$ cat config.mk
export PLATFORM = sky130hd
export DESIGN_NAME = mmio_ahb_apb_bridge
export DESIGN_NICKNAME = d
export VERILOG_FILES = /design/src/rtl/mmio_ahb_apb_bridge.sv
export SDC_FILE = /design/constraint.sdc
export NUM_CORES = 1
export LEC_CHECK = 0
export ABC_AREA = 1
export BUFFER_PORTS_ARGS = -buffer_cell sky130_fd_sc_hd__buf_2
export CAP_MARGIN = 30
export CORE_MARGIN = 5
export CORE_UTILIZATION = 45
export CTS_CLUSTER_SIZE = 16
export DETAILED_ROUTE_END_ITERATION = 8
export PLACE_DENSITY = 0.85
export REMOVE_ABC_BUFFERS = 1
export SLEW_MARGIN = 20
export SYNTH_ARGS = -nofsm -noshare
export SYNTH_HDL_FRONTEND = slang
export SYNTH_SLANG_ARGS = --single-unit
$ cat constraint.sdc
create_clock -name CLK -period 2.8 [get_ports CLK]
set_clock_uncertainty 0.05 [all_clocks]
set_input_delay 0.28 -clock CLK [delete_from_list [all_inputs] [get_ports CLK]]
set_output_delay 0.28 -clock CLK [all_outputs]
set_load 0.02 [all_outputs]
$ cat src/rtl/mmio_ahb_apb_bridge.sv
// mmio_ahb_apb_bridge: AHB-Lite slave to APB3 master bridge on the Mi-V MMIO port.
// Each word transfer becomes one APB SETUP/ACCESS cycle; sub-word, PSLVERR and PREADY timeout give an AHB ERROR.
module mmio_ahb_apb_bridge #(
   parameter int APB_AW      = 16,
   parameter int TIMEOUT_CYC = 255
) (
   input  logic              CLK,
   input  logic              RESETN,
   input  logic              HSEL,
   input  logic [30:0]       HADDR,
   input  logic [1:0]        HTRANS,
   input  logic              HWRITE,
   input  logic [2:0]        HSIZE,
   input  logic [31:0]       HWDATA,
   input  logic              HREADY,
   output logic              HREADYOUT,
   output logic              HRESP,
   output logic [31:0]       HRDATA,
   output logic [APB_AW-1:0] PADDR,
   output logic              PSEL,
   output logic              PENABLE,
   output logic              PWRITE,
   output logic [31:0]       PWDATA,
   input  logic [31:0]       PRDATA,
   input  logic              PREADY,
   input  logic              PSLVERR
);

   typedef enum logic [2:0] {
      S_IDLE,
      S_WDAT,
      S_SETUP,
      S_ACCESS,
      S_DONE,
      S_ERR1,
      S_ERR2
   } state_t;

   state_t              state;
   state_t              state_nxt;
   logic [APB_AW-1:2]   addr_q;
   logic                write_q;
   logic [15:0]         count;
   logic                accept;
   logic                can_accept;
   logic                word_ok;
   logic                timeout_hit;
   logic                unused_ok;

   assign can_accept  = (state == S_IDLE) || (state == S_DONE) || (state == S_ERR2);
   assign accept      = HSEL & HTRANS[1] & HREADY;
   assign word_ok     = (HSIZE == 3'b010);
   assign timeout_hit = (count == 16'(TIMEOUT_CYC - 1));

   // Address bits above the APB window, byte lanes and HTRANS[0] carry no meaning here.
   assign unused_ok = &{1'b0, HADDR[30:APB_AW], HADDR[1:0], HTRANS[0]};

   // NOTE: sequential state uses non-blocking assignment so every flop samples
   // the pre-edge value of every other flop, independent of block order.
   always_ff @(posedge CLK or negedge RESETN) begin
      if (!RESETN) begin
         state <= S_IDLE;
      end else begin
         state <= state_nxt;
      end
   end

   always_comb begin
      // NOTE: every output gets a default before the case so no path can infer a latch.
      state_nxt = state;
      HREADYOUT = 1'b0;
      HRESP     = 1'b0;
      PSEL      = 1'b0;
      PENABLE   = 1'b0;
      case (state)
         S_IDLE, S_DONE, S_ERR2: begin
            HREADYOUT = 1'b1;
            HRESP     = (state == S_ERR2);
            if (accept) begin
               state_nxt = word_ok ? S_WDAT : S_ERR1;
            end else begin
               state_nxt = S_IDLE;
            end
         end
         S_WDAT: begin
            state_nxt = S_SETUP;
         end
         S_SETUP: begin
            PSEL      = 1'b1;
            state_nxt = S_ACCESS;
         end
         S_ACCESS: begin
            PSEL    = 1'b1;
            PENABLE = 1'b1;
            // A late PREADY on the final allowed cycle still wins over the abort.
            if (PREADY) begin
               state_nxt = PSLVERR ? S_ERR1 : S_DONE;
            end else if (timeout_hit) begin
               state_nxt = S_ERR1;
            end
         end
         S_ERR1: begin
            HRESP     = 1'b1;
            state_nxt = S_ERR2;
         end
         default: begin
            state_nxt = S_IDLE;
         end
      endcase
   end

   always_ff @(posedge CLK or negedge RESETN) begin
      if (!RESETN) begin
         addr_q  <= '0;
         write_q <= 1'b0;
      end else if (can_accept && accept) begin
         addr_q  <= HADDR[APB_AW-1:2];
         write_q <= HWRITE;
      end
   end

   // APB address/direction/data are loaded in the HWDATA phase and then held until the next SETUP.
   always_ff @(posedge CLK or negedge RESETN) begin
      if (!RESETN) begin
         PADDR  <= '0;
         PWRITE <= 1'b0;
         PWDATA <= '0;
      end else if (state == S_WDAT) begin
         PADDR  <= {addr_q, 2'b00};
         PWRITE <= write_q;
         if (write_q) begin
            PWDATA <= HWDATA;
         end
      end
   end

   always_ff @(posedge CLK or negedge RESETN) begin
      if (!RESETN) begin
         count <= '0;
      end else if (state == S_SETUP) begin
         count <= '0;
      end else if ((state == S_ACCESS) && !PREADY) begin
         count <= count + 16'd1;
      end
   end

   always_ff @(posedge CLK or negedge RESETN) begin
      if (!RESETN) begin
         HRDATA <= '0;
      end else if ((state == S_ACCESS) && PREADY && !PSLVERR && !write_q) begin
         HRDATA <= PRDATA;
      end
   end

endmodule
[After elaboration in Yosys (flattened, before gate mapping)]
Index checks and enable logic that the tools add are counted.
Operators by class
  $add $sub $neg: 1
  multipliers: 0
  divide/modulo/power cells: 0
  magnitude comparators: 0
  equality and inequality tests: 9
  shifts and indexed selects: 0
  muxes and demuxes: 12
  bitwise gates (word level): 2
  reductions and logical operators: 15
Operators with widths (number)
  16-bit two-way mux: 2
  16-bit by 1-bit adder with 16-bit output (second input constant): 1
  16-bit by 8-bit == test with 1-bit output (second input constant): 1
  3-bit case mux with 5 select lines: 1
  3-bit two-way mux: 4
  3-bit by 2-bit == test with 1-bit output (second input constant): 3
  3-bit == test (second input constant): 3
  1-bit logical AND: 5
  1-bit two-way mux: 4
  3-bit by 1-bit == test with 1-bit output (second input constant): 1
  1-bit logical NOT: 3
  3-bit logical NOT: 1
  3-bit != test (second input constant): 1
  3-bit OR reduction: 1
  1-bit bitwise AND: 2
  1-bit logical OR: 2
  1-bit case mux with 2 select lines: 1
  2-bit AND reduction: 1
  2-bit nonzero test: 1
  2-bit OR reduction: 1
Storage, ports and cells
  register bits: 113
  bits in latches: 0
  bits in writable memories: 0
  ROM bits: 0
  word-level logic and storage cells: 47
  memories kept: 0

[Logic depth before layout (Yosys ltp)]
Gate-level depths: netlist of run 1.
  word-level depth: 4
  depth in mapped cells: 9

[Worst setup path after synthesis of run 1]
Ideal clock, no wire load.
  path kind: register -> register
  start point: register count[1]
  end point: register count[10]
  data arrival time: 1175 ps
  data required time: 2631 ps
  setup slack: 1456 ps
  cell stages (with the launch flop): 9
  path buffers: 0
  clock period less this slack: 1344 ps
  path through: dfrtp_1 > ha_1 > inv_1 > nor2_1 > nand2_1 > nor2_1 > nand3_1 > nand2_1 > nor2_1
Between the ends
  word-level cells in the longest chain between the ends: 3
RTL lines
  start: declaration: line 43  | logic [15:0] count;
  start signal: assignment: line 143  | count <= count + 16'd1;
  16-bit by 1-bit adder with 16-bit output: line 143
  16-bit two-way mux: line 142  | end else if ((state == S_ACCESS) && !PREADY) begin
  16-bit two-way mux: line 140  | end else if (state == S_SETUP) begin
Every way passes these cells. The select of a mux whose other input is x is not followed.
A chain may end at the register's enable or synchronous reset.

[Worst setup path in the final report of run 1]
  start point: register state[2]
  end point: output port PENABLE
Between the ends
  word-level cells in the longest chain between the ends: 2
RTL lines
  start: declaration: line 39  | state_t state;
  start signal: assignment: line 64  | state <= state_nxt;
  3-bit by 2-bit == test with 1-bit output: line 75  | case (state)
  1-bit two-way mux: line 75
  end: declaration: line 21  | output logic PENABLE,
Every way passes these cells.

==> results of run 1 <==
[state kept, by name, indices dropped and copies added, names as in the netlist]
name and flops:
HRDATA 32, PWDATA 32, count 16, PADDR 14, addr_q 14, state 3, PWRITE 1, write_q 1
[cell families after synthesis]
logic type / Yosys count / synth area share [%]
AND/OR/NAND/NOR: 397 / 34.0
other: 1 / 0.0781
flip-flops: 113 / 58.9
adder cells (fa/ha/maj): 2 / 0.521
buffers and inverters: 49 / 4.61
AO/OA/AOI/OAI: 17 / 1.93
[worst max-delay path, stage by stage, from the launching register on]
cell and delay [ns]:
dfrtp_1 0.40, inv_1 0.11, nand2_2 0.11, nor2_4 0.09
buf_4 0.35, buf_2 0.24
[metal layers]
layer	share of wire, %	track usage (%)
met3	7.7	5.51
met4	3.2	8.65
met1	39	27.2
met5	0	0
met2	50	38.5
[cell type report]
type	instances	area [sq um]
well taps	136	170
clock inverters	15	199
fillers	739	3190
clock buffers	17	414
inverters	21	78.8
repair buffers	258	1730
multi-input cells	418	1770
flip-flops and latches	113	2830
[Yosys cell counts (2+ instances only)]
master / count / area (sq um)
nand3_1: 81 / 405
nand4_1: 3 / 18.8
inv_1: 18 / 67.6
buf_4: 3 / 22.5
ha_1: 2 / 25.0
inv_2: 3 / 11.3
dfrtp_1: 113 / 2830
nor2_1: 46 / 173
o21ai_0: 6 / 30.0
nand2_1: 260 / 976
buf_1: 3 / 11.3
nor2_4: 3 / 33.8
a21oi_1: 8 / 40.0
buf_2: 21 / 105
nand2_2: 2 / 12.5
o21bai_1: 3 / 22.5
[worst paths after layout]
| path | from | to | depth (start not counted) |
|---|---|---|---|
| max | state[2]$_DFFE_PN0P_ | PENABLE | 5 |
| min | PRDATA[1] | HRDATA[1]$_DFFE_PN0P_ | 3 |
| max reg2reg | state[2]$_DFFE_PN0P_ | state[2]$_DFFE_PN0P_ | 9 |
| min reg2reg | PWDATA[22]$_DFFE_PN0P_ | PWDATA[22]$_DFFE_PN0P_ | 2 |
| max in group asynchronous | RESETN | addr_q[9]$_DFFE_PN0P_ | 3 |
| min in group asynchronous | RESETN | PWDATA[26]$_DFFE_PN0P_ | 2 |
[stage by stage]
stage                     hold slack, ns  total power (uW)  area [sq um]  utilization (%)
after CTS                       0.000270              7780          7180             69.3
after global routing             0.00670              8290          7180             69.3
after global placement             0.322              5380          5770             55.7
after detailed placement           0.325              5480          5790             55.8
final                             0.0218              7820          7180             69.3
after floorplan                  -0.0656              4370          4660                -
[power by group through the flow]
stage	clock, uW	combinational (uW)	sequential (uW)
3_5_place_dp	0	2800	2680
3_3_place_gp	0	2730	2650
2_1_floorplan	0	1010	3360
5_1_grt	2300	3220	2770
4_1_cts	2230	2890	2660
6_report	2200	2920	2690
==> impl_results.md, run 1 <==
- Static Leak: 0.00394 uW
- Yosys reg bits: 113
- Comb power frac: 37.4%
- Placed cell count: slightly below 900
- H-tree depth: 4
- Most common cell after layout, fill and taps aside: nand2_1
- Core area: 10400 sq um
- Final min period: between 2 and 2.5 ns
- Sw power: 3210 uW
- Netlist cell types: 20
- Warnings from Yosys: 0
- Hold WC Path Type: input pin to register
- Initial Util: a little under half
- Worst setup EP type: primary output
- CTS clk-pin slew, worst paths: 0.06 ns
- RSZ-0062 raised after global routing: no
- Arr. time, crit path: around 1.8 ns
- Non-filler instance count after layout: 978
- Post-CTS Setup Bufs: 0
- TritonCTS Buffers: 17
- Maximum VDD drop: 584 uV
- EDFF count, synth: 0
- Sequential Power Share: around 34%
- GR Util All Layers: 22.4%
- Clock tree buffer depth: 2
- Post-route ant nets: 0
- Die area: 12800 sq um
- Final setup TNS: 0 ns
- Int Power: 4610 uW
- Most frequent cells in the layout: nand2_1 (260), buf_2 (170), dfrtp_1 (113)
- Resized cells post-CTS: 0
- Synth Cell Area: 4800 sq um
- TritonRoute pass-1 iters: 5
- Instance count of the mapped netlist: 579
- Asr flop ratio synth: 100%
- PwrDens: 1090 nW/um^2
- Crit-path max FO: 35
- Antenna Diode Count: 0
- DRC: 0
- Setup slack, reg-to-reg: approximately 0.91 ns
- CTS tree: done
- Final worst path period share: 76.3%
- Die height: around 110 microns
- Root buffer cell: clkbuf_8
- Setup ws final: 0.664 ns
- Vias in the first global route: 4825
- Power share of the clock group: 28.2%
- Largest net degree at the start of global routing: 55
- Max-cap violations: 0
- CP Class: register to primary output
- Worst endpoint required time: approximately 2.5 ns
- Commonest register cell after synthesis: dfrtp_1
- Layout cells sized above 1: 26.2%
- Setup slack at placement: 0.935 ns
- Worst skew pair latency: 0.49 ns
- Via Count: 4819
- Final HPWL DP: about 8500 microns
- Avg Inst Size Synth: 8.30 sq um
- Final Hold Viols: 0
- Syn-to-layout area delta: 49.5%
- Slew headroom: 52.6%
- WL final: around 14000 microns
- 1st-iter DRT viols: 493
- Initial antenna violation count: 0
- Max-slew violations: 0
- Via/cell ratio: between 4 and 5
- Global-route wire length before repair: 23300 microns
- Die X: 113 microns
- Startpoint class of the critical path: register
- Wire per inst: 14.6 microns
- Row count: 37
- Net Sw Frac: 41.0%
- FMAX: 468 MHz
- Remaining Overflow, GRT: 0
- GPL Wtd Cong: between 0.8 and 0.9
- I/O pins: 192
- Final setup viols: 0
- CTS hold repair buffers: 78
- Buffers on Ports: about 170
- Worst-Margin Slew: 0.710 ns
- Layout net count: 938
- CTS Sinks: roughly 110
- Status: completed
- Sequential cell area fraction in the yosys report: 58.9%
No activity file was read; power rests on OpenSTA's default activity.
==> run 2, diff against run 1 <==
--- a/config.mk
+++ b/config.mk
@@ -5,7 +5,7 @@
 export SDC_FILE = /design/constraint.sdc
 export NUM_CORES = 1
 export LEC_CHECK = 0
-export ABC_AREA = 1
+export ABC_AREA = 0
 export BUFFER_PORTS_ARGS = -buffer_cell sky130_fd_sc_hd__buf_2
 export CAP_MARGIN = 30
 export CORE_MARGIN = 5
==> constraint.sdc (replaced) <==
create_clock -name CLK -period 2 [get_ports CLK]
set_clock_uncertainty 0.05 [all_clocks]
set_input_delay 0.2 -clock CLK [delete_from_list [all_inputs] [get_ports CLK]]
set_output_delay 0.2 -clock CLK [all_outputs]
set_load 0.02 [all_outputs]
==> run 2 against run 1 <==
  * Wire length down 13%
  * Synthesized cell count decreased by 46%
  * Total power up 42%
  * Cell count decreased by 25%
  * Combinational power is 43% higher
  * Sequential share of layout area about the same
  * Sequential cell count stayed put
  * Hold slack gained 0.011 ns
  * Critical path depth is 1 lower
  * Worst setup slack worse by 0.60 ns
  * Critical path type is now register to register
  * Critical endpoint is now HRDATA[28]$_DFFE_PN0P_
  * Highest routed layer unchanged
==> impl_results.md, run 2 <==
- Buf/Inv on CP: 1
- Die X: 112 microns
- Initial antenna violation count: 0
- Yosys reg bits: 113
- CTS tree: done
- Core area: between 10000 and 15000 sq um
- EDFF count, synth: 0
- Antenna Diode Count: 0
- Net Sw Frac: 35.1%
- Power share of the clock group: 27.5%
- Row count: 37
- Instance count of the mapped netlist: around 320
- Largest registers: HRDATA: 32 flops, PWDATA: 32 flops, count: 16 flops
- Post-synth top area cell: dfrtp_1
- Placed cell area: roughly 5800 sq um
- Startpoint class of the critical path: register
- Non-filler instance count after layout: 733
- Most frequent cells in the layout: buf_2 (170), dfrtp_1 (112), dlygate4sd3_1 (81)
- Initial Util: 45.7%
- Synth area leaders: dfrtp_1 (60%), mux2_2 (15%), mux2_4 (9.6%), nand3_1 (1.1%), buf_4 (0.96%)
- Largest net degree at the start of global routing: 70
- Final HPWL DP: between 7000 and 8000 microns
- Max incr delay on CP: 0.67 ns
- Layout cells sized above 1: 52.8%
- Crit-path cells: nand2b_4 > or4_2 > buf_12 > mux2_4
- Most common cell after layout, fill and taps aside: buf_2
- Final setup viols: 0
- Avg Inst Size Synth: roughly 15 sq um
- Commonest register cell after synthesis: dfrtp_1
- Sw power: slightly below 4000 uW
- Warnings from Yosys: 0
- Post-CTS Setup Bufs: 0
- Setup slack at placement: 0.0624 ns
- Synth Cell Area: 4680 sq um
- Syn-to-layout area delta: 53.5%
- Int Power: 7200 uW
- CTS Sinks: 113
- TritonCTS Buffers: 17
- Buffers on Ports: 171
- Max-slew violations: 0
- CP top delay family: simple AND/OR/NAND/NOR gates
- Crit-path max FO: 32
- Hold WC Path Type: input pin to asynchronous set/reset pin
- Vias in the first global route: between 4000 and 5000
- Worst endpoint required time: 2.32 ns
- WL final: 12400 microns
- FMAX: 515 MHz
- CTS clk-pin slew, worst paths: 0.06 ns
- Most frequent cell after synthesis: dfrtp_1
- Comb power frac: between 30% and 40%
- Worst setup EP type: register
- Arr. time, crit path: 2.26 ns
- Synth cell count leaders: dfrtp_1 (113), mux2_2 (63), mux2_4 (30)
- Max-cap violations: 0
- Post-route cell area: 7180 sq um
- Post-route ant nets: 0
- H-tree depth: 4
- Netlist cell types: a little over 40
- Die area: 12500 sq um
- Maximum VDD drop: approximately 810 uV
- PwrDens: about 1500 nW/um^2
- Root buffer cell: clkbuf_8
- Static Leak: 0.00353 uW
- Via Count: 3560
- Status: completed
- TritonRoute pass-1 iters: 4
- Synth top area share: 60.5%
- Sequential Power Share: 34.8%
- Global-route wire length before repair: 20400 microns
- Final Hold Viols: 0
- Hold WS: between 0.03 and 0.04 ns
- Wire per inst: 17.0 microns
- Layout net count: a little under 700
- I/O pins: 192
- Placed cell count: 620
- Worst skew pair latency: 0.49 ns
- Die height: 112 microns
- RSZ-0062 raised after global routing: no
- CP Class: register to register
- DRC: 0
- Sequential cell area fraction in the yosys report: slightly above 60%
- Final min period: 1.94 ns
- Final worst path period share: 97.0%
- Via/cell ratio: around 4.9
- Setup ws final: 0.0596 ns
- GR Util All Layers: 20.2%
- Clock tree buffer depth: 2
- 1st-iter DRT viols: 220
- Remaining Overflow, GRT: 0
- CP max-delay cell: or4_2
- GPL Wtd Cong: around 0.86
- Asr flop ratio synth: 100%
[run 2: timing repair]
| item | CTS | global route |
|---|---|---|
| endpoints found under the hold margin | 193 | 0 |
| hold buffers | 81 | 0 |
| gates resized for setup | 0 | 2 |
| setup endpoints to repair | 0 | 12 |
[run 2: final cells by class]
cell class / instances / area, sq um
Clock buffer: 18 / 428
Clock inverter: 14 / 179
Fill cell: 663 / 3050
Inverter: 4 / 15.0
Multi-Input combinational cell: 184 / 1740
Sequential cell: 113 / 2830
Tap cell: 136 / 170
Timing Repair Buffer: 264 / 1820
[run 2: worst reg2reg max path: stages (launching register included)]
cell and delay [ns]:
dfrtp_1 0.37, nand2b_4 0.16, or4_2 0.67, buf_12 0.22, mux2_4 0.35
[run 2: power by group through the flow]
stage / clock network, uW / registers, uW / logic (uW)
6_report: 3050 / 3860 / 4180
5_1_grt: 3240 / 3980 / 4470
4_1_cts: 3120 / 3840 / 4200
3_5_place_dp: 0 / 3850 / 4070
3_3_place_gp: 0 / 3770 / 3930
2_1_floorplan: 0 / 4790 / 1590
[run 2: worst paths after layout]
kind,from,end,slack [ns],cells after the start
max,state[2]$_DFFE_PN0P_,HRDATA[28]$_DFFE_PN0P_,0.06,4
min,RESETN,PWDATA[7]$_DFFE_PN0P_,0.03,2
max reg2reg,state[2]$_DFFE_PN0P_,HRDATA[28]$_DFFE_PN0P_,0.06,4
min reg2reg,PWDATA[9]$_DFFE_PN0P_,PWDATA[9]$_DFFE_PN0P_,0.45,1
max in group asynchronous,RESETN,HRDATA[31]$_DFFE_PN0P_,1.30,3
min in group CLK,PREADY,count[0]$_DFFE_PN0P_,0.05,3
[run 2: logic make-up (layout without fill, tap and decap cells)]
kind of cell,Yosys count,after routing,synth area share (%)
DFF,113,113,60.5
muxes,95,95,25.3
and+or+nand+nor,56,56,6.96
AOI/OAI and AO/OA,25,25,3.32
buffers and inverters,19,300,2.62
xor gates and xnor gates,4,4,0.749
adders and majority gates,2,2,0.535
other,1,2,0.0802
[run 2: stage by stage]
stage               util [%]  setup TNS [ns]  total power (uW)
floorplan                  -          -28.75              6380
finish                  70.2               0             11100
global route            70.2               0             11700
CTS                     70.1               0             11200
global placement        56.2               0              7700
detailed placement      56.2               0              7920
[run 2: per-layer routing]
metal / GRT usage [%] / share of wire, %
met1: 23.1 / 39
met2: 36.8 / 54
met3: 6.03 / 5.6
met4: 5.61 / 1.2
met5: 0 / 0
==> run 3, diff against run 2 <==
--- a/config.mk
+++ b/config.mk
@@ -9,7 +9,7 @@
 export BUFFER_PORTS_ARGS = -buffer_cell sky130_fd_sc_hd__buf_2
 export CAP_MARGIN = 30
 export CORE_MARGIN = 5
-export CORE_UTILIZATION = 45
+export CORE_UTILIZATION = 43
 export CTS_CLUSTER_SIZE = 16
 export DETAILED_ROUTE_END_ITERATION = 8
 export PLACE_DENSITY = 0.85
==> constraint.sdc (replaced) <==
create_clock -name CLK -period 1.6 [get_ports CLK]
set_clock_uncertainty 0.05 [all_clocks]
set_input_delay 0.16 -clock CLK [delete_from_list [all_inputs] [get_ports CLK]]
set_output_delay 0.16 -clock CLK [all_outputs]
set_load 0.02 [all_outputs]
==> run 3 against run 2 <==
  * The run now ends with setup timing left
  * First-iteration DRC count decreased by 27%
  * Core utilization increased by 3.5 points
  * Non-clock buffer count up 39
  * Critical path type is now register to primary output
==> impl_results.md, run 3 (synthesized netlist as in run 2, its figures left out) <==
- Status: finished, violations left
- Violated checks: setup timing
- Final Hold Viols: 0
- Setup slack at placement: -0.278 ns
- Total area of sequential cells: 2830 sq um
- Worst endpoint required time: about 1.4 ns
- Initial Util: 43.5%
- Syn-to-layout area delta: 69.3%
- Buffers on Ports: 171
- Max incr delay on CP: 0.41 ns
- Vias in the first global route: roughly 4300
- Buf/Inv on CP: 3
- TritonCTS Buffers: 17
- GPL Wtd Cong: 0.859
- CTS clk-pin slew, worst paths: 0.05 ns
- Non-filler instance count after layout: 776
- Most used cell, CP: buf_6
- Root buffer cell: clkbuf_8
- DRC: 0
- Most common cell after layout, fill and taps aside: buf_2
- Via/cell ratio: 4.96
- Setup ws final: -0.187 ns
- Final worst path period share: 112%
- TritonRoute pass-1 iters: 4
- Die height: ~110 microns
- Worst-Margin Slew: just under 0.6 ns
- Max-slew violations: 0
- Placed cell count: 641
- Arr. time, crit path: 1.58 ns
- Multi-input logic area: between 1500 and 2000 sq um
- Initial antenna violation count: 0
- CP max-delay cell: dfrtp_1
- Layout cells sized above 1: between 60% and 70%
- Maximum VDD drop: 1180 uV
- 1st-iter DRT viols: about 160
- H-tree depth: 4
- Final HPWL DP: around 7800 microns
- Antenna Diode Count: 0
- Remaining Overflow, GRT: 0
- Largest net degree at the start of global routing: 114
- Worst setup EP type: primary output
- CTS Sinks: around 110
- RSZ-0062 raised after global routing: yes
- Worst skew pair latency: 0.51 ns
- I/O pins: roughly 190
- Crit-path cells: buf_6 > nand2b_4 > buf_6 > a21boi_2 > buf_6
- CP Class: register to primary output
- Wire per inst: 18.5 microns
- Final min period: 1.79 ns
- GR Util All Layers: 22.3%
- Die area: 13100 sq um
- Largest registers: HRDATA: 32 flops, PWDATA: 32 flops, count: 16 flops
- Via Count: 3852
- Filler Cell Count: 679
- CTS tree: done
- Layout net count: 732
- Row count: 38
- Die X: 114 microns
- Clock tree buffer depth: 2
- Most frequent cells in the layout: buf_2 (166), dfrtp_1 (113), dlygate4sd3_1 (81)
- Slew headroom: 60.4%
- Core area: around 11000 sq um
- PwrDens: between 1500 and 2000 nW/um^2
- Static Leak: approximately 0.0039 uW
- Setup slack, reg-to-reg: -0.19 ns
- Crit-path max FO: 2
- Max-cap violations: 0
- Total power: 15000 uW
- CP top delay family: flip-flops
- Post-route ant nets: 0
- WL final: 14400 microns
- Layout Utilization: 73.6%
- Hold WC Path Type: input pin to register
- FMAX: approximately 560 MHz
- Global-route wire length before repair: 22400 microns
- Startpoint class of the critical path: register
- Final setup viols: 93
[run 3: layout make-up]
cell class / instances / area share, %
tap: 140 / 2.21
clock buffer: 21 / 5.68
timing repair buffer: 303 / 29.1
multi-input combinational: 184 / 25.0
clock inverter: 11 / 2.02
inverter: 4 / 0.221
sequential: 113 / 35.7
[run 3: repair_timing]
action,in CTS,in global routing
setup endpoints to repair,105,114
resized for setup,54,31
endpoints found under the hold margin,193,0
pin swaps,10,16
buffers inserted,8,8
gates cloned,4,2
hold buffers,81,0
[run 3: final timing paths]
path | cells after the start | startpoint | to
worst max-delay path | 5 | state[1]$_DFFE_PN0P_ | HRESP
worst min-delay path | 4 | PREADY | count[0]$_DFFE_PN0P_
worst max register to register | 4 | state[2]$_DFFE_PN0P_ | HRDATA[29]$_DFFE_PN0P_
worst min register to register | 1 | PWDATA[30]$_DFFE_PN0P_ | PWDATA[30]$_DFFE_PN0P_
max in group asynchronous | 3 | RESETN | PWDATA[28]$_DFFE_PN0P_
min in group asynchronous | 3 | RESETN | HRDATA[31]$_DFFE_PN0P_
[run 3: worst register-to-register path, stage by stage, from the launching register on]
cell       delay (ns)
dfrtp_1          0.37
nand2b_4         0.14
or4_4            0.58
clkbuf_16        0.22
mux2_4           0.30
[run 3: power by group]
group / internal [uW] / total [uW] / switching [uW]
Combinational: 3160 / 6250 / 3090
Clock: 2590 / 3860 / 1260
Sequential: 4120 / 4850 / 734
[run 3: metal layers]
metal | track usage [%] | wire [microns] | part of all wire (%) | up-vias
met4 | 9.34 | 386 | 2.7 | 0
li1 | - | - | - | 1753
met1 | 25.8 | 5480 | 38 | 1912
met2 | 38.8 | 7570 | 53 | 152
met5 | 0 | 0 | 0 | -
met3 | 6.24 | 923 | 6.4 | 35
[run 3: stage by stage]
stage	hold WS, ns	setup TNS (ns)	cell area, sq um
3_3_place_gp	0.222	-11.57	5870
3_5_place_dp	0.240	-13.73	5870
6_report	0.0896	-10.75	7910
4_1_cts	0.0485	-9.46	7660
5_1_grt	0.0731	-18.46	7910
2_1_floorplan	-0.186	-62.37	4570
